**src/rtl/adder_arb_pkg.sv**
```systemverilog
// Shared constants for the adder arbiter: operand width fixed by the adder,
// FSM state encoding and the requester-id width helper.
// Macro: ADDER_ARB_STATS_EN (per-requester grant counters) is used by adder_arbiter.
package adder_arb_pkg;

  localparam int unsigned ADD_W = 6;

  localparam logic [1:0] ST_IDLE = 2'd0;
  localparam logic [1:0] ST_CALC = 2'd1;
  localparam logic [1:0] ST_RESP = 2'd2;

  // Width of a requester index; never below 1 bit.
  function automatic int unsigned id_w(input int unsigned n);
    return (n <= 2) ? 1 : $clog2(n);
  endfunction

endpackage

```
**src/rtl/adder.sv**
```systemverilog
// 6-bit combinational Kogge-Stone prefix adder.
// Ports: x0..x5, y0..y5 operands (bit0 = LSB), s0..s5 sum bits, ov carry out.
module adder (
  input  logic x0, input logic x1, input logic x2,
  input  logic x3, input logic x4, input logic x5,
  input  logic y0, input logic y1, input logic y2,
  input  logic y3, input logic y4, input logic y5,
  output logic s0, output logic s1, output logic s2,
  output logic s3, output logic s4, output logic s5,
  output logic ov
);

  logic [5:0] a, b, p, g0, g1, p1, g2, p2, g3, c, s;

  assign a  = {x5, x4, x3, x2, x1, x0};
  assign b  = {y5, y4, y3, y2, y1, y0};
  assign p  = a ^ b;
  assign g0 = a & b;

  // Prefix levels at distances 1, 2 and 4; g3[i] is the group generate of bits i..0.
  assign g1 = g0 | (p & {g0[4:0], 1'b0});
  assign p1 = p & {p[4:0], 1'b1};
  assign g2 = g1 | (p1 & {g1[3:0], 2'b00});
  assign p2 = p1 & {p1[3:0], 2'b11};
  assign g3 = g2 | (p2 & {g2[1:0], 4'b0000});

  assign c = {g3[4:0], 1'b0};
  assign s = p ^ c;

  assign {s5, s4, s3, s2, s1, s0} = s;
  assign ov = g3[5];

endmodule

```
**src/rtl/adder_arbiter_rr_pick.sv**
```systemverilog
// Combinational round-robin picker: first asserted request at or after ptr, wrapping.
// Ports: req_i requests, ptr_i search start, oh_c_o one-hot winner, idx_c_o winner index,
//        any_c_o at least one request present.
module rr_pick #(
  parameter int unsigned N  = 4,
  parameter int unsigned IW = 2
) (
  input  logic [N-1:0]  req_i,
  input  logic [IW-1:0] ptr_i,
  output logic [N-1:0]  oh_c_o,
  output logic [IW-1:0] idx_c_o,
  output logic          any_c_o
);

  int unsigned j;

  always_comb begin
    oh_c_o  = '0;
    idx_c_o = '0;
    any_c_o = 1'b0;
    j       = 0;
    for (int unsigned i = 0; i < N; i++) begin
      j = (32'(ptr_i) + i) % N;
      if (!any_c_o && req_i[j]) begin
        any_c_o   = 1'b1;
        idx_c_o   = IW'(j);
        oh_c_o[j] = 1'b1;
      end
    end
  end

endmodule

```
**src/rtl/adder_arbiter.sv**
```systemverilog
// Round-robin arbiter sharing one 6-bit adder among N_REQ requesters.
// Operands are captured at grant, the sum is registered one cycle later and
// returned on a valid/ready response channel tagged with the requester id.
// Ports: clk, rst (sync, active-high), req/x_in/y_in request side, gnt one-hot grant pulse,
//        rsp_valid/rsp_id/rsp_sum/rsp_ready response side,
//        stat_cnt per-requester saturating grant counters (only with ADDER_ARB_STATS_EN).
module adder_arbiter
  import adder_arb_pkg::*;
#(
  parameter int unsigned N_REQ = 4,
  parameter int unsigned W     = ADD_W
`ifdef ADDER_ARB_STATS_EN
  ,parameter int unsigned CNT_W = 8
`endif
) (
  input  logic                       clk,
  input  logic                       rst,
  input  logic [N_REQ-1:0]           req,
  input  logic [N_REQ*W-1:0]         x_in,
  input  logic [N_REQ*W-1:0]         y_in,
  output logic [N_REQ-1:0]           gnt,
  output logic                       rsp_valid,
  output logic [id_w(N_REQ)-1:0]     rsp_id,
  output logic [W:0]                 rsp_sum,
  input  logic                       rsp_ready
`ifdef ADDER_ARB_STATS_EN
  ,output logic [N_REQ*CNT_W-1:0]    stat_cnt
`endif
);

  localparam int unsigned IW = id_w(N_REQ);

  if (W != ADD_W) begin : g_bad_w
    $error("adder_arbiter: W must be 6");
  end
  if (N_REQ < 2 || N_REQ > 8) begin : g_bad_n
    $error("adder_arbiter: N_REQ must be 2..8");
  end

  logic [1:0]       state_q, state_d;
  logic [IW-1:0]    ptr_q, ptr_d;
  logic [IW-1:0]    owner_q, owner_d;
  logic [W-1:0]     op_x_q, op_x_d, op_y_q, op_y_d;
  logic [N_REQ-1:0] gnt_q, gnt_d;
  logic             rsp_valid_q, rsp_valid_d;
  logic [IW-1:0]    rsp_id_q, rsp_id_d;
  logic [W:0]       rsp_sum_q, rsp_sum_d;

  logic [N_REQ-1:0] pick_oh;
  logic [IW-1:0]    pick_idx;
  logic             pick_any;
  logic [W-1:0]     x_arr [N_REQ];
  logic [W-1:0]     y_arr [N_REQ];
  logic [W:0]       sum_c;

  for (genvar k = 0; k < N_REQ; k++) begin : g_unpack
    assign x_arr[k] = x_in[k*W +: W];
    assign y_arr[k] = y_in[k*W +: W];
  end

  rr_pick #(.N(N_REQ), .IW(IW)) u_pick (
    .req_i   (req),
    .ptr_i   (ptr_q),
    .oh_c_o  (pick_oh),
    .idx_c_o (pick_idx),
    .any_c_o (pick_any)
  );

  // Single shared adder, driven only from the captured operands.
  adder u_adder (
    .x0(op_x_q[0]), .x1(op_x_q[1]), .x2(op_x_q[2]),
    .x3(op_x_q[3]), .x4(op_x_q[4]), .x5(op_x_q[5]),
    .y0(op_y_q[0]), .y1(op_y_q[1]), .y2(op_y_q[2]),
    .y3(op_y_q[3]), .y4(op_y_q[4]), .y5(op_y_q[5]),
    .s0(sum_c[0]), .s1(sum_c[1]), .s2(sum_c[2]),
    .s3(sum_c[3]), .s4(sum_c[4]), .s5(sum_c[5]),
    .ov(sum_c[6])
  );

  // Next-state and output logic.
  always_comb begin
    state_d     = state_q;
    ptr_d       = ptr_q;
    owner_d     = owner_q;
    op_x_d      = op_x_q;
    op_y_d      = op_y_q;
    gnt_d       = '0;
    rsp_valid_d = rsp_valid_q;
    rsp_id_d    = rsp_id_q;
    rsp_sum_d   = rsp_sum_q;
    case (state_q)
      ST_IDLE: begin
        if (pick_any) begin
          op_x_d  = x_arr[pick_idx];
          op_y_d  = y_arr[pick_idx];
          owner_d = pick_idx;
          gnt_d   = pick_oh;
          ptr_d   = (pick_idx == IW'(N_REQ - 1)) ? '0 : pick_idx + 1'b1;
          state_d = ST_CALC;
        end
      end
      ST_CALC: begin
        rsp_sum_d   = sum_c;
        rsp_id_d    = owner_q;
        rsp_valid_d = 1'b1;
        state_d     = ST_RESP;
      end
      ST_RESP: begin
        if (rsp_ready) begin
          rsp_valid_d = 1'b0;
          state_d     = ST_IDLE;
        end
      end
      default: state_d = ST_IDLE;
    endcase
  end

  // State and datapath registers.
  always_ff @(posedge clk) begin
    if (rst) begin
      state_q     <= ST_IDLE;
      ptr_q       <= '0;
      owner_q     <= '0;
      op_x_q      <= '0;
      op_y_q      <= '0;
      gnt_q       <= '0;
      rsp_valid_q <= 1'b0;
      rsp_id_q    <= '0;
      rsp_sum_q   <= '0;
    end else begin
      state_q     <= state_d;
      ptr_q       <= ptr_d;
      owner_q     <= owner_d;
      op_x_q      <= op_x_d;
      op_y_q      <= op_y_d;
      gnt_q       <= gnt_d;
      rsp_valid_q <= rsp_valid_d;
      rsp_id_q    <= rsp_id_d;
      rsp_sum_q   <= rsp_sum_d;
    end
  end

  assign gnt       = gnt_q;
  assign rsp_valid = rsp_valid_q;
  assign rsp_id    = rsp_id_q;
  assign rsp_sum   = rsp_sum_q;

`ifdef ADDER_ARB_STATS_EN
  logic [N_REQ-1:0][CNT_W-1:0] cnt_q, cnt_d;

  // Saturating count of grant pulses per requester.
  always_comb begin
    cnt_d = cnt_q;
    for (int unsigned k = 0; k < N_REQ; k++) begin
      if (gnt_q[k] && (cnt_q[k] != {CNT_W{1'b1}})) begin
        cnt_d[k] = cnt_q[k] + 1'b1;
      end
    end
  end

  always_ff @(posedge clk) begin
    if (rst) cnt_q <= '0;
    else     cnt_q <= cnt_d;
  end

  assign stat_cnt = cnt_q;
`endif

endmodule

```
**config.mk**
```make
export PLATFORM = sky130hd
export DESIGN_NAME = adder_arbiter
export DESIGN_NICKNAME = d
export VERILOG_FILES = /design/src/rtl/adder_arb_pkg.sv /design/src/rtl/adder.sv /design/src/rtl/adder_arbiter_rr_pick.sv /design/src/rtl/adder_arbiter.sv
export SDC_FILE = /design/constraint.sdc
export NUM_CORES = 1
export LEC_CHECK = 0
export CAP_MARGIN = 20
export CORE_MARGIN = 3
export CORE_UTILIZATION = 30
export CTS_BUF_LIST = sky130_fd_sc_hd__clkbuf_8
export DETAILED_ROUTE_END_ITERATION = 12
export GPL_TIMING_DRIVEN = 0
export HOLD_SLACK_MARGIN = 0.08
export SYNTH_ARGS = -nofsm -noshare
export SYNTH_HDL_FRONTEND = slang
export SYNTH_SLANG_ARGS = --single-unit
```
**constraint.sdc**
```tcl
create_clock -name clk -period 2.8 [get_ports clk]
set_clock_uncertainty 0.05 [all_clocks]
set_input_delay 0.28 -clock clk [delete_from_list [all_inputs] [get_ports clk]]
set_output_delay 0.28 -clock clk [all_outputs]
set_load 0.05 [all_outputs]
```
==> results.cfg <==
[run_status]
outcome = completed

[global_routing]
grt_max_degree = 12
grt_util_met2 = 0.2563
grt-ovfl-total = 0
antenna_found_initial = 0
met3_usage = 0.03645
met1_usage = 0.1530
grt_pass1_wl_mm = 9.280
grt_busiest_layer = met2
grt_use_total = 0.1372
grt_pass1_vias = 2030

[placement]
portBuffers = 65
placed_area_um2 = 2968
globalplace.congestion = 0.7886
dp_hpwl_mm = 4.232
dpl.cell_count = 382

[sta]
fmax_mhz = 369.8
worst_pin_slew_ps = 556.0
rsz0062_at_grt = no
max_slew_margin = 0.6281
period_needed_ps = 2704
hold_ws_ps = 401.0
hold_viol = 0
drv_slew = 0
fin_crit_sh = 0.9658
final-setup-viol-count = 0

[yosys]
netlist.area_leader.share = 0.2939
syn-cell-area_um2 = 2180
ys.flop_type = dfxtp_1
ys_seq_area_frac = 0.2939
syn_nets = 288
syn_inst = 221
synth_area_leaders = dfxtp_1, mux2i_1, ha_1, o221ai_2, nand3b_1
yosysWarnings = 0
synth_seq_cells = 32
syn_area_per_cell_um2 = 9.862
yosysTopAreaCell = dfxtp_1
synth-edff-count = 0
synthArstFlopShare = 0
yosysUniqueCellTypes = 44

[die]
ioPinCount = 69
die-height_um = 91.24
core_um2 = 6907
dieArea_um2 = 8324
start_util = 0.3156
rows = 30
die_width_um = 91.24

[worst_setup_path]
critPathRequiredTime_ps = 2920
path_max_fanout = 10
cp-start-kind = flop
cp-end-kind = flop
crit_arrival_ps = 2820
criticalPathCategory = flop to flop

[layout]
post-route-util = 0.4734
stdcell_area_um2 = 3269
synthToLayoutAreaGrowth_pct = 50.00
drive_gt1_frac = 0.2255
fillers = 679
final_cells = 402
diodes = 0
layout.nets = 372

[routing]
ant_nets = 0
drc_errors = 0
drt_iter0_drc = 65
vias_per_cell = 4.811
routed-via-count = 1934
first_pass_iters = 4
wl_per_cell_um = 14.11
drt-total-wl_mm = 5.672

[flow_run]
drv_cap = 0

[power]
vdd_drop_max_mv = 0.2747
fin_total_pwr_mw = 2.717
powerDensity_nw_per_um2 = 831.2
p_leak_nw = 1.202

[clock_tree]
clock-sinks = 32
path_clk_slew_ps = 70
cts_root_buf = clkbuf_8
cts_max_level = 2
cts_tree = yes
clock_latency_ps = 280
clockBufferDepth = 2
cts_buffers = 5
hold_buffers = 0

[worst_hold_path]
hold_class = flop to flop
-- registers in the layout, summed over array words and instances (netlist names) --
register   cells
rsp_sum        7
rsp_id         2
owner_q        2
op_y_q         6
op_x_q         6
ptr_q          2
gnt            4
state_q        2
rsp_valid      1
-- synth_stat cells (4+ instances only) --
master	n
xnor2_1	4
inv_1	6
a21oi_1	11
buf_4	4
o221ai_2	9
ha_1	11
nor2_1	20
nand3b_1	17
mux2i_1	26
dfxtp_1	32
a22oi_1	5
a221oi_1	6
nand2_1	16
clkbuf_1	7
-- logic make-up after synthesis --
| group | count (synthesis) | synth area share |
|---|---|---|
| buffers and inverters | 25 | 0.07864 |
| AOI/OAI and AO/OA | 50 | 0.2118 |
| and+or+nand+nor | 68 | 0.1728 |
| xor gates and xnor gates | 5 | 0.02009 |
| adders and majority gates | 12 | 0.07233 |
| muxes | 29 | 0.1504 |
| DFF | 32 | 0.2939 |
-- routing by layer --
| metal | part of all wire | vias to the layer above |
|---|---|---|
| met5 | 0 | - |
| met4 | 0.0078 | 0 |
| met3 | 0.053 | 5 |
| met2 | 0.51 | 58 |
| met1 | 0.43 | 884 |
| li1 | - | 987 |
-- through the flow --
stage / worst slack (ps) / setup TNS (ps)
final: 95.65 / 0
after global routing: 18.60 / 0
after CTS: 48.80 / 0
after detailed placement: -286.1 / -3107
after global placement: -291.5 / -3038
after floorplan: 18.38 / 0
-- cell usage in the layout (no fill, tap or decap), drive strengths merged, types with 3 or more instances in the layout --
| cell | instances |
|---|---|
| clkdlybuf4s50 | 65 |
| dfxtp | 32 |
| mux2i | 26 |
| buf | 24 |
| nor2 | 21 |
| nand3b | 17 |
| nand2 | 16 |
| o221ai | 12 |
| clkbuf | 12 |
| a21oi | 11 |
| ha | 11 |
| a221oi | 6 |
| inv | 5 |
| a22oi | 5 |
| xnor2 | 4 |
| nor3 | 3 |
| mux4 | 3 |
| o21ai | 3 |
| nor2b | 3 |
| clkinv | 3 |
-- where the power goes --
part           internal [mW]  switching (mW)
registers              0.583          0.0766
logic                  0.904           0.802
clock network          0.173           0.179
total                   1.66            1.06
-- final timing paths --
path | from | to | slack (ps) | cells after the start
max | ptr_q[0] | op_y_q[2] | 100 | 12
max reg2reg | ptr_q[0] | op_y_q[2] | 100 | 12
min reg2reg | rsp_sum[4] | rsp_sum[4] | 400 | 2
min | rsp_sum[4] | rsp_sum[4] | 400 | 2
-- critical path: stages (launching register included) --
cell and delay, ps:
dfxtp_4 360, buf_8 100, clkinvlp_4 90, ha_4 260, or3b_1 370, a2111oi_2 320, or3_4 200, o22a_4 150
buf_12 120, buf_12 100, buf_12 120, mux2i_2 230, o221ai_2 120
-- cell type report --
type / count / area (µm²) / share of cell area
Buffer: 18 / 146.4 / 0.04478
Clock buffer: 5 / 68.82 / 0.02105
Timing Repair Buffer: 78 / 793.3 / 0.2426
Clock inverter: 3 / 18.77 / 0.005741
Inverter: 6 / 26.28 / 0.008037
Sequential cell: 32 / 648.1 / 0.1982
Multi-Input combinational cell: 164 / 1448 / 0.4428
Tap cell: 96 / 120.1 / 0.03674
-- timing repair --
| action | CTS | global route |
|---|---|---|
| cloned | 1 | 0 |
| endpoints found under the setup margin | 14 | 7 |
| pin swaps | 6 | 2 |
| setup buffers | 10 | 2 |
| resized for setup | 17 | 3 |
Note: power is estimated with default switching activity, not from simulation.
